## config.mk

```make
export PLATFORM = sky130hd
export DESIGN_NAME = ppa_adder_flat
export DESIGN_NICKNAME = d
export VERILOG_FILES = /design/src/rtl/ppa_pkg.sv /design/src/rtl/ppa_adder_if.sv /design/src/rtl/bk_prefix_cell.sv /design/src/rtl/ppa_adder.sv /design/src/flat_wrapper.sv
export SDC_FILE = /design/constraint.sdc
export NUM_CORES = 1
export LEC_CHECK = 0
export CORE_AREA = 2 2 64 51
export DETAILED_ROUTE_END_ITERATION = 7
export DIE_AREA = 0 0 66 53
export PLACE_DENSITY_LB_ADDON = 0.3
export SKIP_CTS_REPAIR_TIMING = 1
export SYNTH_ARGS = -nofsm -noshare
export SYNTH_HDL_FRONTEND = slang
export SYNTH_HIERARCHICAL = 1
export SYNTH_SLANG_ARGS = --single-unit
export TNS_END_PERCENT = 100
```

## constraint.sdc

```tcl
create_clock -name clk -period 6.5 [get_ports clk]
set_input_delay 1.3 -clock clk [delete_from_list [all_inputs] [get_ports clk]]
set_output_delay 1.3 -clock clk [all_outputs]
set_load 0.02 [all_outputs]
```

## src/rtl/ppa_pkg.sv

```systemverilog
// ppa_pkg: shared width, level-count helper and (G,P) pair type for the prefix adder.
// Contents: PPA_WIDTH default operand width, ppa_log2() prefix level count, gp_t pair.
package ppa_pkg;

    localparam int PPA_WIDTH = 16;

    typedef struct packed {
        logic g;
        logic p;
    } gp_t;

    function automatic int ppa_log2(input int n);
        int r;
        r = 0;
        while ((1 << r) < n) r++;
        return r;
    endfunction

endpackage

```

## src/rtl/ppa_adder_if.sv

```systemverilog
// ppa_adder_if: operand/result bundle of the prefix adder.
// Signals: add_1, add_2 (operands), c_in (carry-in), sum, c_out (registered result).
// Modports: master drives operands and reads results, slave is the adder side.
interface ppa_adder_if #(
    parameter int WIDTH = ppa_pkg::PPA_WIDTH
);
    logic [WIDTH-1:0] add_1;
    logic [WIDTH-1:0] add_2;
    logic             c_in;
    logic [WIDTH-1:0] sum;
    logic             c_out;

    modport master (output add_1, add_2, c_in, input sum, c_out);
    modport slave  (input add_1, add_2, c_in, output sum, c_out);
endinterface

```

## src/rtl/bk_prefix_cell.sv

```systemverilog
// bk_prefix_cell: one (G,P) combine cell, hi o lo = (G | P&G', P&P').
// Ports: hi (more significant group), lo (less significant group), o (combined group).
// GREY=1 marks a cell whose output already spans down to bit 0; its P is never
// consumed, so it is tied low rather than built.
module bk_prefix_cell
    import ppa_pkg::*;
#(
    parameter bit GREY = 1'b0
) (
    input  gp_t hi,
    input  gp_t lo,
    output gp_t o
);
    assign o.g = hi.g | (hi.p & lo.g);
    assign o.p = GREY ? 1'b0 : (hi.p & lo.p);
endmodule

```

## src/rtl/ppa_adder.sv

```systemverilog
// ppa_adder: Brent-Kung parallel-prefix adder with carry-in/out and one output register.
// Ports: clk (rising edge), rst_n (sync, active low), bus (ppa_adder_if.slave:
// add_1, add_2, c_in in; registered sum, c_out out).
module ppa_adder
    import ppa_pkg::*;
#(
    parameter int WIDTH = PPA_WIDTH
) (
    input  logic              clk,
    input  logic              rst_n,
    ppa_adder_if.slave        bus
);
    localparam int L  = ppa_log2(WIDTH);
    localparam int NS = 2 * L - 1;

    // n[t][i] is the (G,P) of bit i after prefix stage t; stage 0 is the raw g/p.
    gp_t              n [NS+1][WIDTH];
    logic [WIDTH:0]   c;
    logic [WIDTH-1:0] s;

    genvar i, k;

    generate
        for (i = 0; i < WIDTH; i++) begin : g_gp
            logic a, b;
            assign a = bus.add_1[i];
            assign b = bus.add_2[i];
            // Carry-in is absorbed into bit 0 so every prefix G[i:0] already includes it.
            if (i == 0) begin : g_lsb
                assign n[0][i].g = (a & b) | ((a ^ b) & bus.c_in);
            end else begin : g_oth
                assign n[0][i].g = a & b;
            end
            assign n[0][i].p = a ^ b;
        end

        // Up-sweep: at level k, bits with (i+1) a multiple of 2^(k+1) absorb the group 2^k below.
        for (k = 0; k < L; k++) begin : g_up
            for (i = 0; i < WIDTH; i++) begin : g_bit
                if ((i + 1) % (2 ** (k + 1)) == 0) begin : g_cell
                    bk_prefix_cell #(.GREY((i + 1) == 2 ** (k + 1))) u_cell (
                        .hi(n[k][i]),
                        .lo(n[k][i - 2 ** k]),
                        .o (n[k + 1][i])
                    );
                end else begin : g_pass
                    assign n[k + 1][i] = n[k][i];
                end
            end
        end

        // Down-sweep: span 2^k from L-2 to 0 fills the gaps from an already complete prefix.
        for (k = L - 2; k >= 0; k--) begin : g_dn
            for (i = 0; i < WIDTH; i++) begin : g_bit
                if (((i + 1) % (2 ** (k + 1)) == 2 ** k) && (i >= 2 ** (k + 1))) begin : g_cell
                    bk_prefix_cell #(.GREY(1'b1)) u_cell (
                        .hi(n[2 * L - 2 - k][i]),
                        .lo(n[2 * L - 2 - k][i - 2 ** k]),
                        .o (n[2 * L - 1 - k][i])
                    );
                end else begin : g_pass
                    assign n[2 * L - 1 - k][i] = n[2 * L - 2 - k][i];
                end
            end
        end

        assign c[0] = bus.c_in;
        for (i = 0; i < WIDTH; i++) begin : g_sum
            assign c[i + 1] = n[NS][i].g;
            assign s[i]     = n[0][i].p ^ c[i];
        end
    endgenerate

    always_ff @(posedge clk) begin
        if (!rst_n) begin
            bus.sum   <= '0;
            bus.c_out <= 1'b0;
        end else begin
            bus.sum   <= s;
            bus.c_out <= c[WIDTH];
        end
    end
endmodule

```

## src/flat_wrapper.sv

```systemverilog
// flat-port wrapper written by rule: the top's interface ports become plain ports
module ppa_adder_flat import ppa_pkg::*;
#(
    parameter int WIDTH = PPA_WIDTH
)
  (clk, rst_n, bus_add_1, bus_add_2, bus_c_in, bus_sum, bus_c_out);
  ppa_adder_if #(.WIDTH(WIDTH)) bus_i ();
  input  logic clk;
  input  logic rst_n;
  input wire logic [$bits(bus_i.add_1)-1:0] bus_add_1;
  input wire logic [$bits(bus_i.add_2)-1:0] bus_add_2;
  input wire logic [$bits(bus_i.c_in)-1:0] bus_c_in;
  output wire logic [$bits(bus_i.sum)-1:0] bus_sum;
  output wire logic [$bits(bus_i.c_out)-1:0] bus_c_out;
  assign bus_i.add_1 = bus_add_1;
  assign bus_i.add_2 = bus_add_2;
  assign bus_i.c_in = bus_c_in;
  assign bus_sum = bus_i.sum;
  assign bus_c_out = bus_i.c_out;
  ppa_adder #(.WIDTH(WIDTH)) u_core (.clk(clk), .rst_n(rst_n), .bus(bus_i));
endmodule
```

==> out/results.txt <==
status = complete, no violations
Max-Cap Viols = 0
Leakage Power = 0.854 nW
Worst Path Required = 6.65 ns
Pwr Total = 0.000338 W
vias = 867
Final Cycle Share = 54.6%
ANT nets after route = 0
clk sink count = 17
cell area after layout = 1680 um^2
layout cells sized above 1 = 17.8%
DIE HEIGHT = 53 um
WL final = 2.18 mm
Post-Syn Area per Cell = 10.6 um^2
GPL Wtd Cong = 0.642
Register Area = 340 um^2
final std cells w/o fill = 195
TNS Setup = 0 ns
Root Buffer Master = clkbuf_8
drc violations = 0
Slew HR = 69.4%
worst min-delay path class = input port to flip-flop
antenna violations before repair = 0
Hold Path Origin = bus_c_in
leading cell type in the layout, fill and taps excluded = clkdlybuf4s50_1
Buffers on Ports = 51
starting density of the core = 38.3%
Die X = 66 um
minimum clock period = 3.55 ns
die footprint = 3500 um^2
Mapped Cells = 103
DR WL/cell = 11.2 um
Area growth syn-to-layout = 54.4%
core area = 2850 um^2
first-pass GRT wire length = 3.42 mm
Syn. warnings = 6
vias per inst = 4.45
pwr dens = 201 nW/um^2
slew of the pin with the lowest slew margin = 0.457 ns
CTS clk-pin slew, worst paths = 0.07 ns
global-route total usage across every layer = 13.3%
placed inst area = 1640 um^2
worst hold path depth = 3
crit path kind = input port to flip-flop
CTS buffer count = 3
largest net degree at the start of global routing = 18
drt first pass iters = 4
fmax = 282 MHz
IO Pins = 52
CTS max path bufs = 2
Crit Path Max Fanout = 5
# fillers = 267
final hold vios = 0
VDD IR max = 0.0749 mV
# diodes = 0
placed insts = 191
Nets = 209
initial DRC count = 9
Worst setup SP type = input port
final setup vio count = 0
total grt overflow = 0
CTS tree = yes
crit path cell chain = clkdlybuf4s50_1, fa_1, a21o_1, a21o_1, a21o_1, a21o_1, a21o_1, a21o_1, xor2_1, and2_2
Final Max Slew Viols = 0
Worst EP arrival = 3.70 ns
crit path capture type = flip-flop
DP HPWL = 1.82 mm
footprint of the multi-input gates = 739 um^2
RSZ-0062 raised after global routing = false
CP max stage cell = fa_1
H-tree depth = 1
syn_nets = 154
final setup margin = 2.95 ns
Syn Std Cell Area = 1090 um^2
CP max stage delay = 0.46 ns
Top cell by count, worst path = a21o_1
row count = 17
worst hold endpoint = u_core/bus.sum[0]
pre-CTS WS = 2.67 ns
number of global-route vias before repair = 821
most frequent cells in the layout = 51 x clkdlybuf4s50_1, 26 x a21o_1, 24 x and2_2, 17 x dfxtp_1
[state kept, by name, indices dropped and copies added, names as in the netlist]
register,cells
u_core/bus.sum,16
u_core/bus.c_out,1
[routing by layer]
metal / share of wire, % / global-route usage (%)
met3: 6.8 / 2.34
met5: 0 / 0
met4: 0.69 / 8.16
met1: 43 / 14.0
met2: 49 / 24.9
[report_power, final]
part	internal, W	total, W	leakage, nW	switching (W)
Combinational	0.0000792	0.000136	0.687	0.0000571
Sequential	0.000119	0.000122	0.142	0.00000360
Clock	0.0000426	0.0000800	0.0255	0.0000374
[stage by stage]
stage / hold WS (ns) / util [%]
6_report: 1.84 / 59.1
5_1_grt: 1.85 / 59.1
4_1_cts: 1.84 / 59.1
3_5_place_dp: 2.09 / 57.5
3_3_place_gp: 2.10 / 57.5
2_1_floorplan: 1.44 / -
[layout make-up]
type                    count  share of cell area [%]
multi-input cells          85                    43.9
clock inverters             1                   0.297
clock buffers               3                    2.45
well taps                  38                    2.82
flip-flops and latches     17                    20.2
repair buffers             51                    30.3
[worst max path at each step]
stage / endpoint / startpoint / slack (ns) / cells past startpoint
after floorplan: u_core/bus.sum[15] / bus_add_1[0] / 3.24 / 9
after global placement: u_core/bus.sum[15] / bus_add_1[0] / 2.71 / 10
after detailed placement: u_core/bus.sum[15] / bus_add_1[0] / 2.67 / 10
after CTS: u_core/bus.sum[15] / bus_add_1[0] / 2.95 / 10
after global routing: u_core/bus.sum[15] / bus_add_1[0] / 2.85 / 10
final: u_core/bus.sum[15] / bus_add_1[0] / 2.95 / 10
[critical path: cells and delay by family]
kind | cells | cell delay [ns]
AOI/OAI and AO/OA | 6 | 1.21
xor gates and xnor gates | 1 | 0.13
adders and majority gates | 1 | 0.46
buffers and inverters | 1 | 0.43
and+or+nand+nor | 1 | 0.18
No activity file was read; power rests on OpenSTA's default activity.
